<file path="src/rtl/mips_pkg.sv">
// mips_pkg: shared MIPS decode definitions.
//   - Opcode constants for the instruction classes the decode stage knows about.
//   - decoded_t: the raw field bundle extracted from one 32-bit instruction word.
//   - decode_instr(): pure field extraction plus load detection.
// Register-index and datapath widths are module parameters, so this bundle
// keeps the architectural 5-bit register fields and 16/26-bit immediates;
// the decode stage resizes and extends them.
package mips_pkg;

  localparam logic [5:0] OP_RTYPE = 6'h00;
  localparam logic [5:0] OP_LW    = 6'h23;
  localparam logic [5:0] OP_SW    = 6'h2B;
  localparam logic [5:0] OP_BEQ   = 6'h04;
  localparam logic [5:0] OP_J     = 6'h02;

  typedef struct packed {
    logic [5:0]  opcode;
    logic [4:0]  rs;
    logic [4:0]  rt;
    logic [4:0]  rd;
    logic [5:0]  funct;
    logic [15:0] imm;
    logic [25:0] target;
    logic        mem_read;
  } decoded_t;

  // Split an instruction word into its fields; target overlaps rs/rt/rd/shamt/funct.
  function automatic decoded_t decode_instr(input logic [31:0] instr);
    decoded_t d;
    d.opcode   = instr[31:26];
    d.rs       = instr[25:21];
    d.rt       = instr[20:16];
    d.rd       = instr[15:11];
    d.funct    = instr[5:0];
    d.imm      = instr[15:0];
    d.target   = instr[25:0];
    d.mem_read = (instr[31:26] == OP_LW);
    return d;
  endfunction

endpackage

</file>
<file path="src/rtl/reg_file.sv">
// reg_file: architectural register file, 2 combinational read ports and
// 1 synchronous write port with write-through bypass.
// Ports:
//   clk        rising-edge clock
//   rst_n      asynchronous active-low reset, clears every entry
//   wr_en      write enable
//   wr_addr    write index
//   wr_data    write value
//   rd_addr_a  read index, port A       rd_data_a  read value, port A
//   rd_addr_b  read index, port B       rd_data_b  read value, port B
// With ZERO_REG != 0, entry 0 is never written and always reads 0, and the
// bypass does not apply to index 0.
module reg_file
  import mips_pkg::*;
#(
  parameter int  DATA_W    = 32,
  parameter int  REG_COUNT = 32,
  parameter int  ZERO_REG  = 1,
  localparam int RA_W      = $clog2(REG_COUNT)
) (
  input  logic              clk,
  input  logic              rst_n,
  input  logic              wr_en,
  input  logic [RA_W-1:0]   wr_addr,
  input  logic [DATA_W-1:0] wr_data,
  input  logic [RA_W-1:0]   rd_addr_a,
  output logic [DATA_W-1:0] rd_data_a,
  input  logic [RA_W-1:0]   rd_addr_b,
  output logic [DATA_W-1:0] rd_data_b
);

  localparam bit ZERO_EN = (ZERO_REG != 0);

  logic [DATA_W-1:0] regs_r [REG_COUNT];
  logic              write_ok_s;

  // Suppress writes to the hard-wired zero register.
  always_comb begin
    if (ZERO_EN && (wr_addr == {RA_W{1'b0}})) begin
      write_ok_s = 1'b0;
    end else begin
      write_ok_s = wr_en;
    end
  end

  // Register storage: asynchronous clear, single write port.
  always_ff @(posedge clk or negedge rst_n) begin
    if (!rst_n) begin
      for (int i = 0; i < REG_COUNT; i++) begin
        regs_r[i] <= {DATA_W{1'b0}};
      end
    end else if (write_ok_s) begin
      regs_r[wr_addr] <= wr_data;
    end
  end

  // Read port A: zero register first, then same-cycle write bypass, then storage.
  always_comb begin
    if (ZERO_EN && (rd_addr_a == {RA_W{1'b0}})) begin
      rd_data_a = {DATA_W{1'b0}};
    end else if (wr_en && (wr_addr == rd_addr_a)) begin
      rd_data_a = wr_data;
    end else begin
      rd_data_a = regs_r[rd_addr_a];
    end
  end

  // Read port B: same priority as port A.
  always_comb begin
    if (ZERO_EN && (rd_addr_b == {RA_W{1'b0}})) begin
      rd_data_b = {DATA_W{1'b0}};
    end else if (wr_en && (wr_addr == rd_addr_b)) begin
      rd_data_b = wr_data;
    end else begin
      rd_data_b = regs_r[rd_addr_b];
    end
  end

endmodule

</file>
<file path="src/rtl/decode_stage.sv">
// decode_stage: MIPS instruction decode pipeline stage.
// Accepts an instruction/pc pair from fetch with a valid/ready handshake,
// reads both source operands from the register file (with writeback bypass),
// computes the sign-extended immediate and the branch/jump targets, and
// presents everything one cycle later in a registered output bundle.
// A load in the output stage whose rt is needed by the incoming instruction
// forces a one-cycle bubble (hazardStall).
// Ports:
//   clk, resetN                 clock, asynchronous active-low reset
//   inValid / inReady           fetch handshake
//   instr, pc                   instruction word and its address
//   wbEn, wbReg, wbData         register-file writeback
//   flush                       kill held and incoming instruction
//   outValid / outReady         execute handshake
//   opcode, funct               instruction fields
//   regRs, regRt, regRd         register indices
//   regOut1, regOut2            operand values for rs and rt
//   immValue                    sign-extended 16-bit immediate
//   branchDest, jumpDest        control-flow targets (modulo 2^DATA_W)
//   memRead                     instruction is a load word
//   hazardStall                 load-use bubble inserted this cycle
module decode_stage
  import mips_pkg::*;
#(
  parameter int  DATA_W    = 32,
  parameter int  REG_COUNT = 32,
  parameter int  ZERO_REG  = 1,
  localparam int RA_W      = $clog2(REG_COUNT)
) (
  input  logic              clk,
  input  logic              resetN,
  input  logic              inValid,
  output logic              inReady,
  input  logic [31:0]       instr,
  input  logic [DATA_W-1:0] pc,
  input  logic              wbEn,
  input  logic [RA_W-1:0]   wbReg,
  input  logic [DATA_W-1:0] wbData,
  input  logic              flush,
  output logic              outValid,
  input  logic              outReady,
  output logic [5:0]        opcode,
  output logic [5:0]        funct,
  output logic [RA_W-1:0]   regRs,
  output logic [RA_W-1:0]   regRt,
  output logic [RA_W-1:0]   regRd,
  output logic [DATA_W-1:0] regOut1,
  output logic [DATA_W-1:0] regOut2,
  output logic [DATA_W-1:0] immValue,
  output logic [DATA_W-1:0] branchDest,
  output logic [DATA_W-1:0] jumpDest,
  output logic              memRead,
  output logic              hazardStall
);

  localparam logic [DATA_W-1:0] PC_STEP = {{(DATA_W-3){1'b0}}, 3'b100};

  decoded_t          dec_s;
  logic [RA_W-1:0]   rs_idx_s;
  logic [RA_W-1:0]   rt_idx_s;
  logic [RA_W-1:0]   rd_idx_s;
  logic [DATA_W-1:0] rs_val_s;
  logic [DATA_W-1:0] rt_val_s;
  logic [DATA_W-1:0] imm_ext_s;
  logic [DATA_W-1:0] pc_plus4_s;
  logic [DATA_W-1:0] branch_s;
  logic [DATA_W-1:0] jump_s;
  logic              advance_s;
  logic              hazard_s;
  logic              ready_s;
  logic              accept_s;

  assign dec_s = decode_instr(instr);

  // Register indices sized to the configured register count.
  assign rs_idx_s = RA_W'(dec_s.rs);
  assign rt_idx_s = RA_W'(dec_s.rt);
  assign rd_idx_s = RA_W'(dec_s.rd);

  // Target arithmetic; all sums wrap naturally at DATA_W bits.
  assign imm_ext_s  = {{(DATA_W-16){dec_s.imm[15]}}, dec_s.imm};
  assign pc_plus4_s = pc + PC_STEP;
  assign branch_s   = pc_plus4_s + (imm_ext_s << 2'd2);
  assign jump_s     = {pc_plus4_s[DATA_W-1:28], dec_s.target, 2'b00};

  // Handshake and load-use hazard. The hazard looks at the registered bundle
  // (the load now heading to execute) against the incoming source fields.
  always_comb begin
    advance_s = outReady | ~outValid;
    if (outValid && memRead && (regRt != {RA_W{1'b0}}) && inValid &&
        ((rs_idx_s == regRt) || (rt_idx_s == regRt))) begin
      hazard_s = 1'b1;
    end else begin
      hazard_s = 1'b0;
    end
    ready_s  = advance_s & ~hazard_s & ~flush;
    accept_s = inValid & ready_s;
  end

  assign inReady     = ready_s;
  assign hazardStall = hazard_s;

  reg_file #(
    .DATA_W   (DATA_W),
    .REG_COUNT(REG_COUNT),
    .ZERO_REG (ZERO_REG)
  ) u_reg_file (
    .clk      (clk),
    .rst_n    (resetN),
    .wr_en    (wbEn),
    .wr_addr  (wbReg),
    .wr_data  (wbData),
    .rd_addr_a(rs_idx_s),
    .rd_data_a(rs_val_s),
    .rd_addr_b(rt_idx_s),
    .rd_data_b(rt_val_s)
  );

  // Output bundle: flush drops valid; on advance either capture the accepted
  // instruction or present a bubble; otherwise everything holds.
  always_ff @(posedge clk or negedge resetN) begin
    if (!resetN) begin
      outValid   <= 1'b0;
      opcode     <= 6'h00;
      funct      <= 6'h00;
      regRs      <= {RA_W{1'b0}};
      regRt      <= {RA_W{1'b0}};
      regRd      <= {RA_W{1'b0}};
      regOut1    <= {DATA_W{1'b0}};
      regOut2    <= {DATA_W{1'b0}};
      immValue   <= {DATA_W{1'b0}};
      branchDest <= {DATA_W{1'b0}};
      jumpDest   <= {DATA_W{1'b0}};
      memRead    <= 1'b0;
    end else if (flush) begin
      outValid <= 1'b0;
    end else if (advance_s) begin
      outValid <= accept_s;
      if (accept_s) begin
        opcode     <= dec_s.opcode;
        funct      <= dec_s.funct;
        regRs      <= rs_idx_s;
        regRt      <= rt_idx_s;
        regRd      <= rd_idx_s;
        regOut1    <= rs_val_s;
        regOut2    <= rt_val_s;
        immValue   <= imm_ext_s;
        branchDest <= branch_s;
        jumpDest   <= jump_s;
        memRead    <= dec_s.mem_read;
      end
    end
  end

endmodule

</file>
<file path="config.mk">
export PLATFORM = sky130hd
export DESIGN_NAME = decode_stage
export DESIGN_NICKNAME = d
export VERILOG_FILES = /design/src/rtl/mips_pkg.sv /design/src/rtl/reg_file.sv /design/src/rtl/decode_stage.sv
export SDC_FILE = /design/constraint.sdc
export NUM_CORES = 2
export LEC_CHECK = 0
export ABC_CLOCK_PERIOD_IN_PS = 1800
export CORE_MARGIN = 1.5
export CORE_UTILIZATION = 49
export DETAILED_ROUTE_END_ITERATION = 12
export GPL_TIMING_DRIVEN = 0
export PLACE_DENSITY = 0.7
export SYNTH_ARGS = -nofsm -noshare
export SYNTH_HDL_FRONTEND = slang
export SYNTH_SLANG_ARGS = --single-unit
</file>
<file path="constraint.sdc">
create_clock -name clk -period 1.8 [get_ports clk]
set_clock_uncertainty 0.05 [all_clocks]
set_input_delay 0.27 -clock clk [delete_from_list [all_inputs] [get_ports clk]]
set_output_delay 0.27 -clock clk [all_outputs]
set_load 0.02 [all_outputs]
</file>
==> run_results.csv <==
group,metric,value,unit
synthesis,synth_xor_area_share,1.02,%
final_layout,drive_above_1_share,57.8,%
clock_network,cts_sinks,1158,
sta,finalWorstSetupSlack,-986,ps
final_layout,mostFrequentLayoutCells,"sky130_fd_sc_hd__dfrtp_1 (1147), sky130_fd_sc_hd__mux2_2 (1002), sky130_fd_sc_hd__mux4_2 (640)",
sta,relSlewSlack,8.84,%
synthesis,netlist_instances,4118,
power_and_ir_drop,power.density,1110,nW/um2
sta,min_period_over_period,155,%
synthesis,synth.mux.area_fraction,42.8,%
final_layout,final.fill_count,9264,
routing,route.antenna.remaining_nets,0,
die,die_w,359,um
synthesis,syn-mean-instance-area,15.1,um2
clock_network,cts-hold-fix-buffers,2,
worst_setup_path,slowest_delay,460,ps
power_and_ir_drop,worst_ir_drop_vdd,1.14,mV
synthesis,synth_flop_cell,"sky130_fd_sc_hd__dfrtp_1",
final_layout,layout_commonest_cell,"sky130_fd_sc_hd__dfrtp_1",
sta,fin_hold_ws,-598,ps
sta,rsz0062_at_grt,"true",
global_route,number_of_global_route_vias_before_repair,43931,
routing,drc,0,
die,top_level_ports,298,
worst_hold_path,hold_crit_path_type,"in -> async",
outcome,outcome,"finished, violations left",
routing,dr.first_iter.drc_count,4952,
worst_setup_path,ff2ff_path_depth,9,
worst_setup_path,critical_path.cell_chain,"dlygate4sd2_1 -> nand4_1 -> nor4_4 -> and2_4 -> nand3_2 -> xnor2_2 -> ha_4 -> nand4_1 -> o41ai_2 -> a211oi_2 -> xor2_1 -> o21ai_1",
synthesis,count_of_distinct_cell_types_in_the_synthesized_netlist,58,
sta,period_minus_slack,2790,ps
synthesis,synth_top_area_share,46.7,%
final_layout,final_util,61.5,%
global_route,globalRouteOverflowTotal,0,
routing,detail_route.vias_per_cell,6.75,
synthesis,synthesized_area_fraction_occupied_by_ao_oa_aoi_and_oai_cells,2.31,%
power_and_ir_drop,power_leakage,0.0349,uW
die,floorplan.initialDensity,49.4,%
final_layout,design.final.nets,4821,
sta,final.setup.tns,-91240,ps
clock_network,cts-buffers-inserted,132,
sta,max_freq,359,MHz
run,max_cap_viol_count,0,
synthesis,synth-simple-area-share,2.73,%
die,placeableCoreArea,126000,um2
place,post_dp_hpwl,148,mm
clock_network,clock_insertion_delay_worst_skew,800,ps
worst_setup_path,timing_worst_setup_path_type,"in -> reg",
power_and_ir_drop,totalPowerFinal,85700,uW
synthesis,synth-edff-count,0,
synthesis,synth_seq_area_share,46.7,%
place,routabilityCongestion,0.939,
synthesis,synth_top_family_by_area,"multiplexers",
clock_network,clk_pin_slew_worst_paths,70,ps
synthesis,synthTopCellsByArea,"sky130_fd_sc_hd__dfrtp_1 (47%), sky130_fd_sc_hd__mux4_2 (23%), sky130_fd_sc_hd__mux2_2 (19%)",
synthesis,synthesis.yosys.warnings,0,
place,number_of_i_o_port_buffers,279,
global_route,grt_first_pass_wirelength,319,mm
routing,postRouteWirelength,228,mm
worst_setup_path,path_delay_family,"simple AND/OR/NAND/NOR gates",
synthesis,synth_seq_cells,1158,
worst_setup_path,crit_path_top_delay_cell,"sky130_fd_sc_hd__o41ai_2",
routing,dr_total_vias,43444,
clock_network,cts.htree.levels,4,
worst_setup_path,data_arrival_critical_path,3390,ps
final_layout,synthToLayoutAreaGrowth,24.4,%
worst_setup_path,worst-path-buf-inv,1,
worst_setup_path,capturing_element_type_of_the_critical_path,"register",
worst_setup_path,path_depth,12,
synthesis,netlist_area_before_placement,62100,um2
routing,drtPass1Iterations,6,
global_route,grtUsageTotal,34.8,%
sta,timing_hold_violations_final,215,
synthesis,yosysTopAreaCell,"sky130_fd_sc_hd__dfrtp_1",
clock_network,clock-root-buffer,"sky130_fd_sc_hd__clkbuf_16",
die,chipHeight,359,um
worst_setup_path,critical_path.most_common_cell,"sky130_fd_sc_hd__nand4_1",
die,dieArea,129000,um2
global_route,grt_antenna_before_repair,9,
global_route,pin_count_of_the_biggest_net_entering_global_routing,170,
synthesis,async_reset_ff_share,100,%
routing,post_drt_wl_per_cell,35.4,um
worst_setup_path,setup.worst_path.start_class,"input port",
outcome,violations_in_the_final_reports,"hold timing, setup timing",
clock_network,cts_tree,"yes",
die,row_cnt,130,
sta,max_transition_viols_final,0,
clock_network,clockBufferDepth,3,
synthesis,adder_cell_area_share_of_the_yosys_netlist,0.758,%
sta,setup_viol,204,
sta,timing_worst_slew_pin_value,1370,ps
worst_setup_path,critical_path_peak_fanout,5,
worst_setup_path,crit_required,2410,ps
per-stage QoR:
stage          hold slack [ps]  cells  cell area [um2]  setup WS [ps]
2_1_floorplan            -75.6   4119            63200          -1180
3_3_place_gp               402   6048            68000         -57080
3_5_place_dp               230   6059            68300          -2740
4_1_cts                   -602   6393            75200           -708
5_1_grt                   -538   6435            77200          -1110
6_report                  -598   6440            77200           -986
sequential cells by signal, summed over array words and instances (netlist names), 5 cells and up:
signal / count
u_reg_file.regs_r: 1024
regOut1: 32
funct: 5
immValue: 6
branchDest: 32
opcode: 6
jumpDest: 7
regOut2: 32
cells in the mapped netlist, drive strengths merged, types with 5 or more instances:
library cell and n:
nand2b 5, nor3 9, nand4 20, a21oi 31, buf 227, dfrtp 1158, a211oi 7, and2 5
clkbuf 260, mux2 1020, nor3b 6, o21bai 8, ha 36, nor2 36, mux2i 64, o21ai 170
inv 5, nor4 7, nand3b 6, nand3 25, mux4 640, xnor2 45, xor2 25, a21o 18
nand2 239
final cells by class:
type | count | area [um2] | area share [%]
antenna | 8 | 20.0 | 0.0259
buffer | 467 | 3680 | 4.77
clock buffer | 197 | 4050 | 5.24
clock inverter | 42 | 561 | 0.726
inverter | 5 | 18.8 | 0.0243
multi-input combinational | 2469 | 32700 | 42.3
sequential | 1158 | 29000 | 37.6
tap | 1650 | 2060 | 2.67
timing repair buffer | 444 | 5150 | 6.67
kinds of logic (layout without fill, tap and decap cells):
kind of cell	count (synthesis)	count (layout)
muxes	1724	1724
DFF	1158	1158
buffers and inverters	492	1155
and+or+nand+nor	379	379
AOI/OAI and AO/OA	256	256
xor gates and xnor gates	71	71
adders and majority gates	37	37
other	1	10
per-layer routing:
| metal | vias to the layer above | wire [um] | GRT usage, % |
|---|---|---|---|
| met5 | - | 25 | 0 |
| met4 | 4 | 15500 | 19.6 |
| met3 | 715 | 25800 | 11.5 |
| met2 | 2664 | 102000 | 52.2 |
| met1 | 23209 | 84600 | 44.7 |
| li1 | 16852 | - | - |
timing repair:
| item | in CTS | in global routing |
|---|---|---|
| gates resized for setup | 586 | 710 |
| buffers inserted | 87 | 48 |
| pin swaps | 86 | 144 |
| gates cloned | 12 | 11 |
| hold endpoints to repair | 122 | 120 |
| endpoints found under the setup margin | 599 | 1302 |
final timing paths:
path | slack (ps) | startpoint | end
worst max-delay path | -990 | pc[18] | branchDest[30]
worst min-delay path | -600 | resetN | regRd[3]
worst max register to register | -760 | memRead | branchDest[28]
worst min register to register | 430 | u_reg_file.regs_r[1007] | u_reg_file.regs_r[1007]
max in group asynchronous | 390 | resetN | u_reg_file.regs_r[187]
min in group clk | 60 | pc[1] | branchDest[1]
power breakdown:
part	switching, uW	total [uW]	internal [uW]
combinational	9430	21900	12500
sequential	3840	35000	31100
clock	11600	28800	17200
total	24900	85700	60800
Note: power is estimated with default switching activity, not from simulation.
